## src/rtl/snax_hypercorex_predict_packer.sv

```systemverilog
// Packs PredWidth-bit class predictions (LSB lane first) into NarrowDataWidth-bit words.
// Define SNAX_HYPERCOREX_PACK_SKID_EN to add a one-word output holding register.
module snax_hypercorex_predict_packer #(
  parameter int NarrowDataWidth = 64,
  parameter int PredWidth       = 32,
  parameter int CountWidth      = 16
) (
  input  logic                       clk_i,
  input  logic                       rst_i,
  input  logic [CountWidth-1:0]      cfg_num_pred_i,
  input  logic                       cfg_start_i,
  output logic                       busy_o,
  output logic                       done_o,
  input  logic [PredWidth-1:0]       pred_data_i,
  input  logic                       pred_valid_i,
  output logic                       pred_ready_o,
  output logic [NarrowDataWidth-1:0] pack_data_o,
  output logic                       pack_valid_o,
  input  logic                       pack_ready_i
);

  localparam int Lanes        = NarrowDataWidth / PredWidth;
  localparam int LaneIdxWidth = (Lanes > 1) ? $clog2(Lanes) : 1;

  typedef enum logic [1:0] {IDLE, PACK, EMIT, DONE} state_t;

  state_t                      state, state_next;
  logic [CountWidth-1:0]       remaining;
  logic [LaneIdxWidth-1:0]     lane;
  logic [NarrowDataWidth-1:0]  pack_reg;
  logic [NarrowDataWidth-1:0]  word_next;
  logic                        pred_xfer, pack_xfer;
  logic                        last_lane, last_pred, word_done;

  assign pred_xfer = pred_valid_i && pred_ready_o;
  assign pack_xfer = pack_valid_o && pack_ready_i;
  assign last_lane = (lane == LaneIdxWidth'(Lanes - 1));
  assign last_pred = (remaining == CountWidth'(1));
  assign word_done = last_lane || last_pred;

  assign busy_o = (state != IDLE);
  assign done_o = (state == DONE);

  // Packing register with the incoming prediction merged into the current lane
  always_comb begin
    word_next = pack_reg;
    for (int i = 0; i < Lanes; i++) begin
      if (lane == LaneIdxWidth'(i)) word_next[i*PredWidth +: PredWidth] = pred_data_i;
    end
  end

`ifdef SNAX_HYPERCOREX_PACK_SKID_EN
  logic [NarrowDataWidth-1:0] hold_reg;
  logic                       hold_vld;
  logic                       full;
  logic                       hold_free;

  assign hold_free    = !hold_vld || pack_xfer;
  assign pred_ready_o = (state == PACK) && !(full && hold_vld);
  assign pack_valid_o = hold_vld;
  assign pack_data_o  = hold_vld ? hold_reg : '0;
`else
  assign pred_ready_o = (state == PACK);
  assign pack_valid_o = (state == EMIT);
  assign pack_data_o  = pack_valid_o ? pack_reg : '0;
`endif

  always_ff @(posedge clk_i or posedge rst_i) begin
    if (rst_i) state <= IDLE;
    else       state <= state_next;
  end

  always_comb begin
    state_next = state;
    case (state)
      IDLE: if (cfg_start_i) state_next = (cfg_num_pred_i == '0) ? DONE : PACK;
`ifdef SNAX_HYPERCOREX_PACK_SKID_EN
      // EMIT here means draining: the last prediction is in, wait for the final word
      PACK: if (pred_xfer && last_pred) state_next = EMIT;
      EMIT: if (pack_xfer && !full) state_next = DONE;
`else
      PACK: if (pred_xfer && word_done) state_next = EMIT;
      EMIT: if (pack_xfer) state_next = (remaining != '0) ? PACK : DONE;
`endif
      DONE: state_next = IDLE;
      default: state_next = IDLE;
    endcase
  end

`ifdef SNAX_HYPERCOREX_PACK_SKID_EN
  always_ff @(posedge clk_i or posedge rst_i) begin
    if (rst_i) begin
      remaining <= '0;
      lane      <= '0;
      pack_reg  <= '0;
      hold_reg  <= '0;
      hold_vld  <= 1'b0;
      full      <= 1'b0;
    end else begin
      if (pack_xfer) hold_vld <= 1'b0;
      if (state == IDLE) begin
        if (cfg_start_i && cfg_num_pred_i != '0) begin
          remaining <= cfg_num_pred_i;
          lane      <= '0;
          pack_reg  <= '0;
          full      <= 1'b0;
        end
      end else if (full && hold_free) begin
        hold_reg <= pack_reg;
        hold_vld <= 1'b1;
        full     <= 1'b0;
        pack_reg <= '0;
        lane     <= '0;
      end else if (pred_xfer) begin
        remaining <= remaining - CountWidth'(1);
        if (word_done) begin
          lane <= '0;
          if (hold_free) begin
            hold_reg <= word_next;
            hold_vld <= 1'b1;
            pack_reg <= '0;
          end else begin
            pack_reg <= word_next;
            full     <= 1'b1;
          end
        end else begin
          pack_reg <= word_next;
          lane     <= lane + LaneIdxWidth'(1);
        end
      end
    end
  end
`else
  always_ff @(posedge clk_i or posedge rst_i) begin
    if (rst_i) begin
      remaining <= '0;
      lane      <= '0;
      pack_reg  <= '0;
    end else begin
      case (state)
        IDLE: begin
          if (cfg_start_i && cfg_num_pred_i != '0) begin
            remaining <= cfg_num_pred_i;
            lane      <= '0;
            pack_reg  <= '0;
          end
        end
        PACK: begin
          if (pred_xfer) begin
            pack_reg  <= word_next;
            remaining <= remaining - CountWidth'(1);
            if (!word_done) lane <= lane + LaneIdxWidth'(1);
          end
        end
        EMIT: begin
          if (pack_xfer && remaining != '0) begin
            pack_reg <= '0;
            lane     <= '0;
          end
        end
        default: ;
      endcase
    end
  end
`endif

endmodule

```

## config.mk

```make
export PLATFORM = sky130hd
export DESIGN_NAME = snax_hypercorex_predict_packer
export DESIGN_NICKNAME = d
export VERILOG_FILES = /design/src/rtl/snax_hypercorex_predict_packer.sv
export SDC_FILE = /design/constraint.sdc
export NUM_CORES = 1
export LEC_CHECK = 0
export CORE_UTILIZATION = 50
export DETAILED_ROUTE_END_ITERATION = 8
export PLACE_DENSITY = 0.89
export SETUP_SLACK_MARGIN = 0.1
export SYNTH_ARGS = -nofsm -noshare
export SYNTH_HDL_FRONTEND = slang
export SYNTH_SLANG_ARGS = --single-unit
```

## constraint.sdc

```tcl
create_clock -name clk_i -period 5.09 [get_ports clk_i]
set_clock_uncertainty 0.05 [all_clocks]
set_input_delay 0.7635 -clock clk_i [delete_from_list [all_inputs] [get_ports clk_i]]
set_output_delay 0.7635 -clock clk_i [all_outputs]
set_load 0.02 [all_outputs]
```

==> metrics.cfg <==
[critical_path]
critPathMaxFanout=68
endpoint_kind=primary output
ff2ff_path_depth=7
cp.required_ns=4.28
crit_type=flop to primary output
critPathArrivalTime_ns=2.61
startpoint_type=flop

[clock_tree]
numCtsBuffers=9
cts_tree=built
ctsResizeCount=0
clk_latency_ns=0.35
postCtsSetupRepairBufs=0
clockBufferDepth=2
path_clk_slew_ns=0.09
cts_sinks=83
cts_root_buf=clkbuf_8
ctsHoldBuffers=0
htreeDepth=3

[sta]
rsz0062_at_grt=false
final-hold-violation-count=0
slew_violations=0
slew_headroom=0.367
tightest_slew_ns=0.949
fin_crit_sh=0.672
finalSetupViolCount=0
fin_tns_setup_ns=0
hold_slack_ns=0.434
final.min_clock_period_ns=3.42
fin_ws_ns=1.67
clock.fmax_mhz=292

[die]
initial_utilization=0.526
dieArea_um2=9740
coreArea_um2=8890
rows=34
die_h_um=98.7
io_pins=121
die_w_um=98.7

[global_route]
grt_usage=0.241
grt_pass1_vias=3601
grt_pass1_wl_um=18600
antenna_found_initial=0
grt_max_degree=69
gr-total-overflow=0

[synth]
yosysUniqueCellTypes=50
ys_seq_area_frac=0.444
ys_async_sr_fraction=1.00
ys_seq_elements=83
syn_area_um2=4680
synth_edf_count=0
syn_inst=420
yosysWarningCount=0
dominantRegCellSynth=dfrtp_1
synth_top_area_frac=0.444
synth.most_common_cell=and2_1
synth.avg_cell_area_um2=11.1
syn-num-nets=480
yosysTopAreaCell=dfrtp_1
synth.top_cells.by_area=dfrtp_1 44%, and2_1 13%, mux2_4 9.6%, mux2_1 7.2%, ha_1 1.9%
ys_top_cells_by_count=97 x and2_1, 83 x dfrtp_1, 30 x mux2_1, 30 x mux2_4, 18 x nand2_1

[power]
pwr_density_cell_nw_per_um2=564
power_frac_clock=0.178
leakage_uw=0.00270
p_seq_frac=0.298
p_switching_uw=1350
vdd_drop_max_v=0.000302
sw_frac_of_total=0.387
pwr-share-comb=0.524
internal_power_uw=2130

[placed_design]
pre_cts_slack_ns=1.90
place_area_um2=5910
place.detailed.instances=628
port-buffer-count=120
gp_congestion=0.867
dpl.hpwl_um=7720

[drt]
drtIter0Drc=152
drcViolationCount=0
drtAntennaViolNets=0
avgRoutedWirePerCell_um=17.1
wl_um=11000
viasPerCell=5.62
vias=3614
dr.pass1.iters=5

[worst_hold_path]
hold_class=flop to flop
hold-path-cell-count=1

[cells_and_area]
fin_cells=643
n_fill_cell=611
diodes=0
nets=591
largest_reg_flops=64
drive_gt1_frac=0.131
fin_area_um2=6180
area_growth_syn_to_layout_pct=32.0

[run]
drv_cap=0

[outcome]
status=finished clean

cells in the final DEF (no fill, tap or decap), types with 2 or more instances in the layout:
cell             Yosys  routed
o21ai_0             12      12
mux2_4              30      30
o31ai_1              2       2
nand3_1             10      10
o211ai_1             2       2
and4b_1              2       2
mux2i_1              5       5
bufinv_16            0       4
ha_2                 0       2
buf_4                0       5
and2_1              97      97
or3_1                3       3
nand2_1             18      18
o22a_1               2       2
a21oi_1             15      15
clkbuf_8             0       9
clkdlybuf4s50_1      0     120
mux2_2               5       5
a2bb2oi_1            3       3
dfrtp_1             83      83
nor2_1              12      12
inv_1               10       9
nand2b_1             3       3
mux2_1              30      30
nor3_1               7       7
nor4_2               4       4
ha_1                 7       5
o22ai_1              3       3
nand4_1              4       4
nor4_1               4       4
area by class of cell:
type                       instances  area, um2  area share
multi-input combinational        301       2420       0.392
sequential                        83       2080       0.336
timing repair buffer             125       1240       0.201
clock inverter                     6        138      0.0223
tap                              108        135      0.0219
clock buffer                       9        124      0.0201
inverter                          11       42.5     0.00689
per-layer routing:
metal  share of wire  global-route usage  up-vias  routed length (um)
met5               0                   0        -                   0
met4           0.014              0.0654        0                 150
met3           0.054              0.0411       15                 590
met2            0.48               0.389      147                5300
met1            0.45               0.337     1768                4920
li1                -                   -     1684                   -
stage by stage:
stage                     power [uW]   util
after floorplan                 2450      -
after global placement          2790  0.665
after detailed placement        2870  0.665
after CTS                       3500  0.695
after global routing            3710  0.695
final                           3480  0.695
worst paths after layout:
path                             start               to  slack (ns)
max in group asynchronous        rst_i    remaining[14]        3.20
hold / removal             pack_reg[0]      pack_reg[0]        0.43
hold reg to reg            pack_reg[0]      pack_reg[0]        0.43
setup / recovery              state[0]  pack_data_o[13]        1.67
min in group asynchronous        rst_i      pack_reg[0]        0.77
setup reg to reg              state[1]      pack_reg[3]        2.15
kinds of logic (layout without fill, tap and decap cells):
group / Yosys count / in the layout / share of synthesized area
buf+inv: 36 / 151 / 0.0393
simple gates: 172 / 172 / 0.223
mux: 71 / 71 / 0.196
compound gates: 51 / 51 / 0.0792
flops: 83 / 83 / 0.444
fa+ha+maj: 7 / 7 / 0.0187
power by group through the flow:
stage          registers, uW  logic (uW)  clock network (uW)
6_report                1040        1820                 621
5_1_grt                 1070        1980                 661
4_1_cts                 1030        1840                 629
3_5_place_dp            1040        1830                   0
3_3_place_gp            1030        1770                   0
2_1_floorplan            994        1460                   0
critical path, cell delays in order (launching register included):
cell and delay, ns:
dfrtp_1 0.40, inv_1 0.13, ha_2 0.83, and2_1 0.27, clkdlybuf4s50_1 0.62
(Power assumes the default switching activity.)
